`src/rtl/tpm_regs_pkg.sv`:
```
// Shared register offsets, default read word and IRQ bit positions for the
// TPM <-> SoC communication register window.
package tpm_regs_pkg;

  localparam logic [31:0] OFF_STATUS     = 32'h0000_0000;
  localparam logic [31:0] OFF_OP_TYPE    = 32'h0000_0004;
  localparam logic [31:0] OFF_LOCALITY   = 32'h0000_0008;
  localparam logic [31:0] OFF_BUF_SIZE   = 32'h0000_000C;
  localparam logic [31:0] OFF_IRQ_STATUS = 32'h0000_0010;
  localparam logic [31:0] OFF_IRQ_ENABLE = 32'h0000_0014;
  localparam logic [31:0] OFF_COMPLETE   = 32'h0000_0040;

  localparam logic [31:0] DEFAULT_READ_VALUE = 32'hBADF_ABAC;

  localparam int IRQ_BIT_EXEC  = 0;
  localparam int IRQ_BIT_ABORT = 1;

endpackage

```
`src/rtl/tpm_regs_wb_sync_2ff.sv`:
```
// Two-flop synchroniser for the LCLK-domain exec/abort level signals.
module sync_2ff #(
  parameter int WIDTH = 1
) (
  input  logic             clk_i,
  input  logic             rstn_i,
  input  logic [WIDTH-1:0] din,
  output logic [WIDTH-1:0] dout
);

  logic [WIDTH-1:0] meta;

  always_ff @(posedge clk_i or negedge rstn_i) begin
    if (!rstn_i) begin
      meta <= '0;
      dout <= '0;
    end else begin
      meta <= din;
      dout <= meta;
    end
  end

endmodule

```
`src/rtl/tpm_regs_wb.sv`:
```
// Wishbone slave exposing the regs_module handshake to firmware and driving the complete pulse.
// Optional interrupt logic is built when TPM_REGS_IRQ_EN is defined.
module tpm_regs_wb #(
  parameter int          ADDR_WIDTH           = 11,
  parameter int          BUF_LEN_WIDTH        = 11,
  parameter int          COMPLETE_PULSE_WIDTH = 20,
  parameter logic [31:0] DEFAULT_READ_VALUE   = tpm_regs_pkg::DEFAULT_READ_VALUE
) (
  input  logic                     clk_i,
  input  logic                     rstn_i,
  input  logic                     wb_sel_i,
  input  logic [ADDR_WIDTH-1:0]    wb_adr_i,
  input  logic [31:0]              wb_dat_i,
  input  logic                     wb_we_i,
  input  logic [3:0]               wb_be_i,
  input  logic                     wb_cyc_i,
  input  logic                     wb_stb_i,
  output logic [31:0]              wb_dat_o,
  output logic                     wb_ack_o,
  input  logic                     exec_i,
  input  logic                     abort_i,
  input  logic [3:0]               op_type_i,
  input  logic [3:0]               locality_i,
  input  logic [BUF_LEN_WIDTH-1:0] buf_len_i,
  output logic                     complete_o,
  output logic                     irq_o
);
  import tpm_regs_pkg::*;

  logic [1:0]               sync_q;
  logic                     exec_s;
  logic                     abort_s;
  logic                     exec_d;
  logic                     exec_rise;
  logic [3:0]               op_q;
  logic [3:0]               loc_q;
  logic [BUF_LEN_WIDTH-1:0] len_q;
  logic                     req;
  logic                     wr_commit;
  logic [31:0]              offset;
  logic [31:0]              rd_data;
  logic [7:0]               pulse_cnt;
  logic                     unused_bits;

  sync_2ff #(.WIDTH(2)) u_sync (
    .clk_i  (clk_i),
    .rstn_i (rstn_i),
    .din    ({abort_i, exec_i}),
    .dout   (sync_q)
  );

  assign exec_s    = sync_q[0];
  assign abort_s   = sync_q[1];
  assign exec_rise = exec_s & ~exec_d;

  // Command attributes are only stable while exec is high, so latch them on its rising edge.
  always_ff @(posedge clk_i or negedge rstn_i) begin
    if (!rstn_i) begin
      exec_d <= 1'b0;
      op_q   <= '0;
      loc_q  <= '0;
      len_q  <= '0;
    end else begin
      exec_d <= exec_s;
      if (exec_rise) begin
        op_q  <= op_type_i;
        loc_q <= locality_i;
        len_q <= buf_len_i;
      end
    end
  end

  assign req       = wb_sel_i & wb_cyc_i & wb_stb_i & ~wb_ack_o;
  assign wr_commit = req & wb_we_i & wb_be_i[0];
  assign offset    = 32'({wb_adr_i[ADDR_WIDTH-1:2], 2'b00});

  // A COMPLETE write during an active pulse is dropped so the pulse length stays fixed.
  always_ff @(posedge clk_i or negedge rstn_i) begin
    if (!rstn_i) begin
      pulse_cnt <= '0;
    end else if (wr_commit && offset == OFF_COMPLETE && pulse_cnt == '0) begin
      pulse_cnt <= 8'(COMPLETE_PULSE_WIDTH);
    end else if (pulse_cnt != '0) begin
      pulse_cnt <= pulse_cnt - 8'd1;
    end
  end

  assign complete_o = (pulse_cnt != '0);

`ifdef TPM_REGS_IRQ_EN
  logic       abort_d;
  logic [1:0] irq_status;
  logic [1:0] irq_enable;
  logic [1:0] irq_set;
  logic [1:0] irq_clr;

  always_comb begin
    irq_set                = '0;
    irq_set[IRQ_BIT_EXEC]  = exec_rise;
    irq_set[IRQ_BIT_ABORT] = abort_s & ~abort_d;
    irq_clr                = '0;
    if (wr_commit && offset == OFF_IRQ_STATUS) irq_clr = wb_dat_i[1:0];
  end

  // Set is applied after clear so a fresh edge survives a coincident W1C.
  always_ff @(posedge clk_i or negedge rstn_i) begin
    if (!rstn_i) begin
      abort_d    <= 1'b0;
      irq_status <= '0;
      irq_enable <= '0;
    end else begin
      abort_d    <= abort_s;
      irq_status <= (irq_status & ~irq_clr) | irq_set;
      if (wr_commit && offset == OFF_IRQ_ENABLE) irq_enable <= wb_dat_i[1:0];
    end
  end

  assign irq_o = |(irq_status & irq_enable);
`else
  assign irq_o = 1'b0;
`endif

  always_comb begin
    rd_data = DEFAULT_READ_VALUE;
    case (offset)
      OFF_STATUS:     rd_data = {29'b0, complete_o, abort_s, exec_s};
      OFF_OP_TYPE:    rd_data = 32'(op_q);
      OFF_LOCALITY:   rd_data = 32'(loc_q);
      OFF_BUF_SIZE:   rd_data = 32'(len_q);
`ifdef TPM_REGS_IRQ_EN
      OFF_IRQ_STATUS: rd_data = {30'b0, irq_status};
      OFF_IRQ_ENABLE: rd_data = {30'b0, irq_enable};
`endif
      default:        rd_data = DEFAULT_READ_VALUE;
    endcase
  end

  always_ff @(posedge clk_i or negedge rstn_i) begin
    if (!rstn_i) begin
      wb_ack_o <= 1'b0;
      wb_dat_o <= '0;
    end else begin
      wb_ack_o <= req;
      wb_dat_o <= req ? rd_data : '0;
    end
  end

  assign unused_bits = ^{wb_dat_i, wb_be_i[3:1], wb_adr_i[1:0]};

endmodule

```
`config.mk`:
```
export PLATFORM = sky130hd
export DESIGN_NAME = tpm_regs_wb
export DESIGN_NICKNAME = d
export VERILOG_FILES = /design/src/rtl/tpm_regs_pkg.sv /design/src/rtl/tpm_regs_wb_sync_2ff.sv /design/src/rtl/tpm_regs_wb.sv
export SDC_FILE = /design/constraint.sdc
export NUM_CORES = 1
export LEC_CHECK = 0
export ABC_AREA = 1
export ABC_CLOCK_PERIOD_IN_PS = 2800
export BUFFER_PORTS_ARGS = -buffer_cell sky130_fd_sc_hd__buf_2
export CAP_MARGIN = 30
export CORE_ASPECT_RATIO = 2
export CORE_MARGIN = 2
export CORE_UTILIZATION = 49
export DETAILED_ROUTE_END_ITERATION = 6
export GPL_TIMING_DRIVEN = 0
export PLACE_DENSITY = 0.85
export SLEW_MARGIN = 5
export SYNTH_ARGS = -nofsm -noshare
export SYNTH_HDL_FRONTEND = slang
export SYNTH_SLANG_ARGS = --single-unit
```
`constraint.sdc`:
```
create_clock -name clk_i -period 2.8 [get_ports clk_i]
set_clock_uncertainty 0.1 [all_clocks]
set_input_delay 0.14 -clock clk_i [delete_from_list [all_inputs] [get_ports clk_i]]
set_output_delay 0.14 -clock clk_i [all_outputs]
set_load 0.05 [all_outputs]
```
==> impl_metrics.ini <==
[outcome]
outcome = complete, no violations

[pwr]
p_seq_share_pct = 48.8
power_density_nw_per_um2 = 584
max-vdd-ir-drop_uv = 439
p_sw_w = 0.000543
combPwrFrac_pct = 27.4
switching_share_pct = 32.0
clockPowerShare_pct = 23.7
leakage_nw = 1.53
p_int_w = 0.00115

[drt]
drc = 0
viasPerCell = 4.56
wl_met3_um = 131
firstDrtPassIters = 4
vias = 1678
top_layer = met4
ant_nets = 0
drtIter0Drc = 27
post_drt_wl_per_cell_um = 11.1
wl_met2_um = 2500
drt_wl_total_um = 4080
drt-met1-wl_um = 1380

[sta]
holdWs_ps = 116
min_period_ps = 1810
setup_violations = 0
final-max-slew-violation-count = 0
rsz0062_at_grt = no
hold_viol_final = 0
setup_tns_ps = 0
fmax_mhz = 553
min_period_over_period_pct = 64.6

[cells_and_area]
fin_util_pct = 67.6
nNetsFinal = 388
drive_gt1_share_pct = 44.6
diodes = 0
syn2layout_area_growth_pct = 34.6
final_area_um2 = 2910

[die]
fp.dieW_um = 50.9
io_pins = 109
row_count = 34
core_area_um2 = 4300
start_util_pct = 50.2
die_y_um = 97.9
die_area_um2 = 4980

[setup_path]
worstPathArrival_ps = 1570
max_stage_delay_ps = 360
crit_slowest_cell = dfrtp_1
crit_path_start_kind = register
endpoint_kind = primary output
cp_max_fo = 5
cp.required_ps = 2560
crit_chain = inv_1, ha_1, nand2_4, nor2_4, inv_2, buf_2
critPathKind = register to primary output

[synthesis]
synthTopCellsByCount = 45 x dfrtp_1, 28 x nand2_1, 22 x buf_4, 22 x inv_1, 18 x mux2_2
ys_warn_count = 0
async_reset_ff_share_pct = 100
synthMostInstantiatedCell = dfrtp_1
yosysTopAreaCell = dfrtp_1
synth-edff-count = 0
synth_top_area_share_pct = 52.2
synth_area_leaders = dfrtp_1 52%, mux2_2 9.4%, buf_4 7.7%, nand2_1 4.9%, inv_1 3.8%
synth_cells = 213
synth_cell_type_count = 27
synth.avg_cell_area_um2 = 10.1
syn_area_um2 = 2160
synth_ff_type = dfrtp_1
ys_seq_area_share_pct = 52.2
ys_ff_latch = 45

[clock_tree]
numCtsBuffers = 5
cts_root_buf = clkbuf_8
clk-insertion-delay-late_ps = 290
clk_path_buf_depth = 2
clk_pin_slew_worst_paths_ps = 80
cts_tree = done
cts.sinks = 45
htreeDepth = 2
cts_resized = 0

[global_routing]
grt_pass1_vias = 1683
grt-ovfl-total = 0
antenna_found_initial = 0
grt_pass1_wl_um = 6790
grt_max_degree = 46
grt_use_total_pct = 17.7

[run]
cap_viol_max_count = 0

[place]
dpl.hpwl_um = 3160
numPortBuffers = 64
place.gp.congestion = 0.796
postPlaceCellArea_um2 = 2570

[min_path]
hold_class = input pin to async pin
==> critical path, delay by kind of cell (launching register included) <==
family | cells | cell delay, ps
fa+ha+maj | 1 | 270
buf+inv | 3 | 400
flops | 1 | 360
simple gates | 2 | 250
==> kinds of logic after synthesis <==
group,Yosys count,share of synthesized area [%]
simple gates,82,20.6
buf+inv,51,13.2
flops,45,52.2
mux,18,9.39
compound gates,15,3.88
fa+ha+maj,1,0.580
other cells,1,0.174
==> through the flow <==
stage	setup slack, ps	power [W]	instances
finish	990	0.00170	368
global route	877	0.00180	368
CTS	978	0.00171	366
detailed placement	1280	0.00129	337
global placement	1300	0.00126	337
floorplan	1300	0.00117	219
==> cell usage in the layout (no fill, tap or decap), types with 6 or more instances in the layout <==
master / instances
mux2_2: 18
dfrtp_1: 45
nor2_1: 15
conb_1: 7
nand4_1: 6
buf_4: 22
dlygate4sd3_1: 22
buf_2: 66
inv_1: 22
nand2_1: 28
nand3_1: 13
clkbuf_8: 6
==> cell type report <==
type,count,area [um2]
clock inverters,2,13.8
plain buffers,25,186
inverters,26,97.6
repair buffers,87,561
clock buffers,6,82.6
well taps,54,67.6
flip-flops and latches,45,1130
fillers,348,1390
multi-input cells,123,771
==> power groups by stage <==
stage	Clock (W)	Combinational [W]	Sequential, W
after global placement	0	0.000426	0.000835
after detailed placement	0	0.000442	0.000843
after global routing	0.000438	0.000517	0.000843
after CTS	0.000416	0.000467	0.000830
after floorplan	0	0.000331	0.000841
final	0.000402	0.000466	0.000829
==> registers in the layout, indices dropped and copies added, names as in the netlist <==
name	cells
wb_dat_o	12
exec_d	1
op_q	4
pulse_cnt	8
loc_q	4
u_sync.meta	2
u_sync.dout	2
wb_ack_o	1
len_q	11
==> final timing paths <==
path | from | endpoint | slack (ps) | depth (start not counted)
setup / recovery | pulse_cnt[0]$_DFFE_PN0P_ | complete_o | 990 | 6
hold / removal | rstn_i | u_sync.meta[1]$_DFF_PN0_ | 120 | 2
setup reg to reg | pulse_cnt[0]$_DFFE_PN0P_ | wb_dat_o[2]$_DFF_PN0_ | 1280 | 9
hold reg to reg | u_sync.meta[0]$_DFF_PN0_ | u_sync.dout[0]$_DFF_PN0_ | 250 | 0
max in group asynchronous | rstn_i | len_q[6]$_DFFE_PN0P_ | 2040 | 3
min in group clk_i | wb_adr_i[10] | pulse_cnt[2]$_DFFE_PN0P_ | 130 | 4
==> layer usage <==
| metal | GRT usage, % | vias to the layer above |
|---|---|---|
| met5 | 0 | - |
| met4 | 7.48 | 0 |
| met3 | 2.91 | 6 |
| met2 | 36.0 | 37 |
| met1 | 15.6 | 785 |
| li1 | - | 850 |
==> repair_timing <==
| action | CTS | global route |
|---|---|---|
| buffers inserted | 0 | 0 |
| hold buffers | 21 | 1 |
| hold endpoints to repair | 65 | 1 |
Power figures use the tool's default switching activity.
